===== config.mk =====
export PLATFORM = sky130hd
export DESIGN_NAME = paralelo_serial
export DESIGN_NICKNAME = d
export VERILOG_FILES = /design/src/rtl/paralelo_serial_pkg.sv /design/src/rtl/paralelo_serial_bit_counter_wrap.sv /design/src/rtl/paralelo_serial.sv
export SDC_FILE = /design/constraint.sdc
export NUM_CORES = 1
export LEC_CHECK = 0
export CORE_UTILIZATION = 42
export CTS_CLUSTER_SIZE = 25
export DETAILED_ROUTE_END_ITERATION = 10
export PLACE_DENSITY = 0.78
export REMOVE_ABC_BUFFERS = 1
export SLEW_MARGIN = 25
export SYNTH_ARGS = -nofsm -noshare
export SYNTH_HDL_FRONTEND = slang
export SYNTH_SLANG_ARGS = --single-unit

===== constraint.sdc =====
create_clock -name clk_32f -period 1.35 [get_ports clk_32f]
set_input_delay 0.2025 -clock clk_32f [delete_from_list [all_inputs] [get_ports clk_32f]]
set_output_delay 0.2025 -clock clk_32f [all_outputs]
set_load 0.02 [all_outputs]

===== src/rtl/paralelo_serial_pkg.sv =====
// paralelo_serial_pkg
//   Shared definitions for the parallel-to-serial transmit stage and the
//   matching serial-to-parallel receiver: word width, the comma/idle
//   pattern and the link state encoding.
package paralelo_serial_pkg;

  localparam int WIDTH = 8;
  localparam logic [WIDTH-1:0] IDLE_WORD = 8'hBC;

  // SYNC: alignment phase, only IDLE_WORD goes out.
  // DATA: payload accepted whenever valid is high.
  typedef enum logic {
    SYNC = 1'b0,
    DATA = 1'b1
  } state_t;

endpackage


===== src/rtl/paralelo_serial_bit_counter_wrap.sv =====
// bit_counter_wrap
//   Free-running wrap-around bit counter. Flags the edge on which a new
//   word slot begins (counter value 0 before increment).
// Ports:
//   clk        bit clock
//   rst        asynchronous active-high reset, counter back to 0
//   load_edge  high while the counter is 0, so the next edge is a load edge
module bit_counter_wrap #(
  parameter int CNT_W = 3
) (
  input  logic clk,
  input  logic rst,
  output logic load_edge
);

  logic [CNT_W-1:0] count;

  always_ff @(posedge clk or posedge rst) begin
    if (rst) begin
      count <= '0;
    end else begin
      count <= count + 1'b1;
    end
  end

  assign load_edge = (count == '0);

endmodule


===== src/rtl/paralelo_serial.sv =====
// paralelo_serial
//   Final transmit stage: serializes one parallel word per word slot,
//   MSB first, with no gap bits between words. After reset a run of
//   IDLE_WORD commas is sent so the receiver can align; afterwards payload
//   goes out when valid, IDLE_WORD otherwise.
// Ports:
//   clk_32f   serial bit clock, the only clock
//   reset     asynchronous active-high reset
//   data_in   parallel word from the upstream mux, sampled on load edges only
//   valid_in  data_in carries payload, sampled on load edges only
//   data_out  serial bit stream, MSB first
//   load      high in the cycle that carries bit 7 of each word
//   active    high once the sync phase is complete
//
// state | meaning
// SYNC  | sending SYNC_WORDS idle words, inputs ignored
// DATA  | sending payload when valid_in is high, idle word otherwise
module paralelo_serial #(
  parameter int                                        WIDTH      = paralelo_serial_pkg::WIDTH,
  parameter logic [paralelo_serial_pkg::WIDTH-1:0]     IDLE_WORD  = paralelo_serial_pkg::IDLE_WORD,
  parameter int                                        SYNC_WORDS = 4
) (
  input  logic             clk_32f,
  input  logic             reset,
  input  logic [WIDTH-1:0] data_in,
  input  logic             valid_in,
  output logic             data_out,
  output logic             load,
  output logic             active
);

  import paralelo_serial_pkg::*;

  localparam int         CNT_W     = $clog2(WIDTH);
  localparam logic [3:0] SYNC_LAST = 4'(SYNC_WORDS);

  logic             load_edge;
  logic [WIDTH-1:0] shift_reg;
  logic [3:0]       sync_cnt;
  logic [3:0]       sync_next;
  state_t           state;

  bit_counter_wrap #(
    .CNT_W (CNT_W)
  ) u_bit_counter (
    .clk       (clk_32f),
    .rst       (reset),
    .load_edge (load_edge)
  );

  assign sync_next = sync_cnt + 4'd1;

  always_ff @(posedge clk_32f or posedge reset) begin
    if (reset) begin
      shift_reg <= '0;
      load      <= 1'b0;
      sync_cnt  <= '0;
      state     <= SYNC;
    end else begin
      // load lines up with the first bit of the word captured on this edge
      load <= load_edge;
      if (load_edge) begin
        shift_reg <= (state == DATA && valid_in) ? data_in : IDLE_WORD;
        if (state == SYNC) begin
          sync_cnt <= sync_next;
          // the slot captured on this edge is still idle; payload starts next slot
          if (sync_next == SYNC_LAST) begin
            state <= DATA;
          end
        end
      end else begin
        shift_reg <= {shift_reg[WIDTH-2:0], 1'b0};
      end
    end
  end

  assign data_out = shift_reg[WIDTH-1];
  assign active   = (state == DATA);

endmodule


Yosys cells after proc, flatten, opt, wreduce, memory -nomap -nowiden. Index checks and enable logic that the tools add are counted.

Equal/unequal tests: 1. $add $sub $neg: 2. Bitwise logic cells: 1. Reduce and logical (&&, ||, !) cells: 3. Mux-type cells: 4.

Operators by type and width (number): 8-bit 2-to-1 mux (2); 4-bit by 1-bit adder with 4-bit output, second input constant (1); 4-bit by 3-bit equality test with 1-bit output, second input constant (1); 3-bit by 1-bit adder with 3-bit output, second input constant (1); 3-bit zero test (1); 1-bit 2-to-1 mux (2); 2-bit AND reduction (1); 1-bit logical AND (1); 1-bit inverter (1).

Input port bits: 11. Bits in registers: 17. Logic and storage cells: 16.

Longest topological paths before layout. Gate-level depths: netlist of run 1.

Word-level depth: 4. Mapped depth: 6.

Modules after synthesis. From an unflattened synthesis of run 1, not the netlist that was laid out.

Cells, all modules: 61. Area, all modules: 688.2 um^2.

Modules (own cells, without submodules): paralelo_serial (instances 1, seq. area each 350.3 um^2, cells an instance 51, area each 561.8 um^2); bit_counter_wrap (instances 1, seq. area each 75.1 um^2, cells an instance 10, area each 126.4 um^2).

Worst setup path before layout of run 1. OpenSTA, ideal clock, no wires.

Path type: register -> register. Start point: reg u_bit_counter.count[0]. End point: reg sync_cnt[1]. Period minus slack after synthesis: 1.373 ns. Slack: -0.023 ns. Required time: 1.225 ns. Data arrival time: 1.248 ns. Cell stages (with the launch flop): 5. Cells stage by stage: dfrtp_1 -> inv_1 -> ha_1 -> nor3b_2 -> mux2_2.

Longest elaborated chain between the ends: 2.

Ends and longest elaborated chain: start: declaration (line paralelo_serial_bit_counter_wrap.sv:16) `logic [CNT_W-1:0] count;`; start signal: assignment (line paralelo_serial_bit_counter_wrap.sv:22) `count <= count + 1'b1;`; 3-bit zero test (line paralelo_serial_bit_counter_wrap.sv:26) `assign load_edge = (count == '0);`; 2-bit AND reduction (no source line); end signal: assignment (line paralelo_serial.sv:65) `sync_cnt <= sync_next;`; end: declaration (line paralelo_serial.sv:39) `logic [3:0] sync_cnt;`.

No other way between the ends. A chain may end at the register's enable or synchronous reset.

Final worst setup path of run 1. Ends and elaborated chain as after synthesis.

==> impl_metrics.tcl, run 1 <==
set metrics [dict create \
    ctsHoldBuffers 0 \
    fin_area_sq_um 945 \
    drt-wirelength-per-cell_um 13.5 \
    antenna_found_initial 0 \
    ant_nets 0 \
    dr_total_vias 429 \
    synth_seq_cells 17 \
    syn_inst 45 \
    cts_root_buffer "clkbuf_4" \
    p_per_area_mw_per_mm2 895 \
    avgSynthCellArea_sq_um 14.7 \
    cts_buffers 3 \
    clockBufferDepth 2 \
    htreeDepth 1 \
    max_freq_mhz 765 \
    report.final.setup_viol 0 \
    utilization_pct 68.3 \
    worstPathRequired_ns 1.53 \
    cp-start-kind "register" \
    grt_pass1_wl_um 1970 \
    synth_ff_type "dfrtp_1" \
    yosys.area.top_type "dfrtp_1" \
    wl_um 1170 \
    drv_cap 0 \
    use_met2_pct 25.3 \
    synth_warnings 0 \
    syn_area_sq_um 662 \
    cts.sinks 17 \
    max-slew-margin-rel_pct 84.0 \
    grt_overflow 0 \
    firstDrtPassIters 1 \
    cts_tree "built" \
    grt_setup_unrepaired "yes" \
    p_seq_share_pct 61.9 \
    synth.most_common_cell "dfrtp_1" \
    timing.final.crit_share_pct 96.9 \
    drc 0 \
    vias_per_cell 4.93 \
    worst-path-max-fanout 4 \
    max_stage_delay_ns 0.40 \
    synth_edf_count 0 \
    crit_slowest_cell "dfrtp_1" \
    track_usage_pct 15.3 \
    grt_max_degree 18 \
    path_class "register to register" \
    dieArea_sq_mm 0.00174 \
    drive_above_1_share_pct 30.6 \
    drt_iter0_drc 0 \
    grt.busiest_layer "met2" \
    finalWorstSetupSlack_ns 0.0425 \
    die_y_um 41.7 \
    dp_hpwl_um 786 \
    fin_setup_tns_ns 0 \
    synth_area_leaders "dfrtp_1 64%, o22a_1 6.6%, ha_1 5.7%, a22o_1 2.6%, xnor2_1 2.6%" \
    ys_seq_area_share_pct 64.3 \
    comb_power_share_pct 6.9 \
    clk_pin_slew_ns 0.09 \
    synthTopCellsByCount "17 x dfrtp_1, 5 x o22a_1, 3 x ha_1, 3 x inv_1" \
    grt_use_met1_pct 18.3 \
    num_rows 13 \
    grt_pass1_vias 462 \
    gp_congestion 0.725 \
    cp_cell_sequence "inv_2 > ha_4 > nor3b_4 > mux2_4" \
    cp_top_family "flip-flops" \
    hold_path.class "input port to async pin" \
    num_io_pins 14 \
    initial_utilization_pct 47.9 \
    layout.nets 87 \
    dieWidth_um 41.7 \
    p_sw_mw 0.173 \
    async_flop_share_pct 100 \
    clk_latency_ns 0.28 \
    critPathArrivalTime_ns 1.48 \
    clock_skew_ns 0.00225 \
    core_area_sq_mm 0.00138 \
    internal-power_mw 0.673 \
    place.port_buffers 13 \
    antenna_cells 0 \
    status "complete, no violations" \
    crit_buf_inv 1 \
    min_period_ns 1.31 \
    vdd_drop_max_mv 0.471 \
    leakage_nw 0.419 \
    end_kind "register" \
    place_area_sq_um 848 \
    p_sw_share_pct 20.5 \
    hold_violations 0 \
    power_frac_clock_pct 31.2 \
    worst_slew_pin_slew_ns 0.240 \
    final-max-slew-violation-count 0 \
    gr-usage-met3_pct 2.61 \
    synth_top_area_share_pct 64.3 \
    synth_cell_types 18 \
    syn_to_final_growth_pct 42.7 \
    pre_cts_ws_ns -0.0100 \
    largest_register_ffs 8 \
]
==> tightest hold or removal path: stages <==
cell and delay [ns]:
clkdlybuf4s50_1 0.39, inv_1 0.05, buf_4 0.23
==> placed cells by master (no fill, tap or decap), types with 2 or more instances in the layout <==
master | synthesis | layout
buf_4 | 0 | 9
ha_1 | 3 | 2
o22a_1 | 5 | 5
xnor2_1 | 2 | 2
xor2_1 | 2 | 2
dfrtp_1 | 17 | 17
inv_1 | 3 | 2
clkdlybuf4s50_1 | 0 | 10
a22o_1 | 2 | 2
dlygate4sd2_1 | 0 | 3
clkbuf_4 | 0 | 3
==> metal layers <==
layer / vias up / routed length, um
li1: 211 / -
met1: 204 / 510
met2: 12 / 605
met3: 2 / 49
met4: 0 / 8
met5: - / 0
==> cell type report <==
cell class / instances / area [sq um]
Clock buffer: 4 / 26.3
Inverter: 4 / 17.5
Timing Repair Buffer: 23 / 205
Sequential cell: 17 / 425
Multi-Input combinational cell: 24 / 251
Tap cell: 15 / 18.8
Fill cell: 105 / 438
==> through the flow <==
| step | instances | hold WS (ns) | power [mW] |
|---|---|---|---|
| floorplan | 45 | 0.129 | 0.553 |
| global placement | 78 | 0.431 | 0.593 |
| detailed placement | 78 | 0.445 | 0.594 |
| CTS | 83 | 0.215 | 0.857 |
| global route | 87 | 0.250 | 0.882 |
| finish | 87 | 0.217 | 0.846 |
==> logic make-up (layout without fill, tap and decap cells) <==
family / Yosys count / count (layout) / share of synthesized area (%)
adders and majority gates: 3 / 3 / 5.67
buffers and inverters: 4 / 31 / 2.27
DFF: 17 / 17 / 64.3
muxes: 1 / 1 / 1.70
xor gates and xnor gates: 4 / 4 / 5.29
AOI/OAI and AO/OA: 8 / 8 / 10.6
and+or+nand+nor: 8 / 8 / 10.2
==> worst paths after layout <==
| kind | startpoint | endpoint | slack, ns | cells past startpoint |
|---|---|---|---|---|
| hold reg to reg | shift_reg[5] | shift_reg[6] | 0.48 | 1 |
| setup reg to reg | u_bit_counter.count[0] | sync_cnt[1] | 0.04 | 4 |
| setup / recovery | u_bit_counter.count[0] | sync_cnt[1] | 0.04 | 4 |
| min in group clk_32f | shift_reg[5] | shift_reg[6] | 0.48 | 1 |
| max in group asynchronous | reset | shift_reg[1] | 0.95 | 3 |
| hold / removal | reset | sync_cnt[3] | 0.22 | 3 |
==> power groups by stage <==
stage,Sequential [mW],Clock [mW],Combinational (mW)
after floorplan,0.535,0,0.0183
after global placement,0.534,0,0.0591
after detailed placement,0.534,0,0.0602
after CTS,0.524,0.274,0.0603
after global routing,0.525,0.292,0.0645
final,0.524,0.264,0.0587
==> what timing repair did <==
action,CTS,global route
gates resized for setup,6,5
setup buffers,1,4
setup endpoints to repair,5,10
pin swaps,1,1
Power figures use the tool's default switching activity.
==> run 2: changes to the inputs <==
Settings changed: CTS_CLUSTER_DIAMETER from default to 40, PLACE_DENSITY 0.78 to 0.7.
==> impl_metrics.tcl, run 2 (same netlist as run 1, synthesis figures left out) <==
set metrics [dict create \
    layout_commonest_cell "dfrtp_1" \
    firstDrtPassIters 4 \
    clk_latency_ns 0.29 \
    clockBufferDepth 2 \
    fin_setup_tns_ns 0 \
    largest_register_ffs 8 \
    core_area_sq_mm 0.00138 \
    report.final.setup_viol 0 \
    dieWidth_um 41.7 \
    final_cell_mix "17 x dfrtp_1, 10 x clkdlybuf4s50_1, 9 x buf_4" \
    cp-start-kind "register" \
    fin_cells 86 \
    cts_root_buffer "clkbuf_4" \
    cts.sinks 17 \
    vdd_drop_max_mv 0.641 \
    dp_cells 80 \
    syn_to_final_growth_pct 41.2 \
    antenna_found_initial 0 \
    initial_utilization_pct 47.9 \
    critPathArrivalTime_ns 1.48 \
    status "complete, no violations" \
    dr_total_vias 428 \
    dp_hpwl_um 761 \
    num_rows 13 \
    grt_max_degree 18 \
    wl_um 1090 \
    worst_slew_pin_slew_ns 0.229 \
    max-slew-margin-rel_pct 84.7 \
    drt_iter0_drc 4 \
    final-seq-area_sq_um 425 \
    drv_cap 0 \
    end_kind "register" \
    grt_setup_unrepaired "no" \
    ant_nets 0 \
    grt_overflow 0 \
    track_usage_pct 15.0 \
    hold_path.class "input port to async pin" \
    worstPathRequired_ns 1.53 \
    fillers 107 \
    leakage_nw 0.417 \
    final-max-slew-violation-count 0 \
    num_io_pins 14 \
    drt-wirelength-per-cell_um 12.7 \
    vias_per_cell 4.98 \
    path_class "register to register" \
    clock_skew_ns 0.00777 \
    finalWorstSetupSlack_ns 0.0470 \
    min_period_ns 1.30 \
    cts_tree "built" \
    clk_pin_slew_ns 0.10 \
    dieArea_sq_mm 0.00174 \
    max_freq_mhz 767 \
    htreeDepth 1 \
    drc 0 \
    multi_input_area_sq_um 251 \
    p_per_area_mw_per_mm2 901 \
    place.port_buffers 13 \
    grt_pass1_wl_um 1920 \
    drive_above_1_share_pct 31.0 \
    antenna_cells 0 \
    utilization_pct 67.6 \
    hold_violations 0 \
    cts_buffers 3 \
    worst-path-max-fanout 4 \
    die_y_um 41.7 \
    pre_cts_ws_ns -0.00516 \
    hold_ws_ns 0.208 \
    gp_congestion 0.690 \
    timing.final.crit_share_pct 96.5 \
    layout.nets 86 \
    grt_pass1_vias 464 \
    ctsHoldBuffers 0 \
]
-- run 2: metrics by stage --
step	power, mW	instance area, sq um
floorplan	0.553	662
global placement	0.593	863
detailed placement	0.594	863
CTS	0.863	903
global route	0.892	935
finish	0.842	935
-- run 2: path summary, 6_finish.rpt --
path                                   startpoint                endpoint  slack, ns  depth (start not counted)
max in group asynchronous                   reset  u_bit_counter.count[1]       0.94                          3
min                                         reset            shift_reg[3]       0.21                          3
min in group clk_32f                   data_in[0]            shift_reg[0]       0.47                          2
min reg2reg                          shift_reg[1]            shift_reg[2]       0.48                          1
max                        u_bit_counter.count[0]            shift_reg[6]       0.05                          7
max reg2reg                u_bit_counter.count[0]            shift_reg[6]       0.05                          7
-- run 2: final cells by class --
type	instances	share of cell area, %
Sequential cell	17	45.5
Multi-Input combinational cell	24	26.9
Clock inverter	1	0.535
Clock buffer	3	2.41
Timing Repair Buffer	22	20.7
Inverter	4	1.87
Tap cell	15	2.01
-- run 2: worst max-delay path: stages, from the launching register on --
cell and delay [ns]:
dfrtp_1 0.39, inv_2 0.07, ha_4 0.15, buf_4 0.13, nand2b_4 0.07, inv_4 0.04
and3_4 0.17, a22o_1 0.17
-- run 2: report_power, final --
part / internal [mW] / switching [mW]
clock: 0.110 / 0.150
combinational: 0.0377 / 0.0198
sequential: 0.521 / 0.00342
total: 0.668 / 0.174
-- run 2: what timing repair did --
item / in CTS / in global routing
gates resized for setup: 6 / 4
setup endpoints to repair: 4 / 11
buffers inserted: 0 / 2
-- run 2: routing by layer --
metal  global-route usage, %  share of wire (%)
met5                       0                  0
met4                    9.68                2.7
met3                    2.61                5.2
met2                    24.1                 47
met1                    18.4                 45
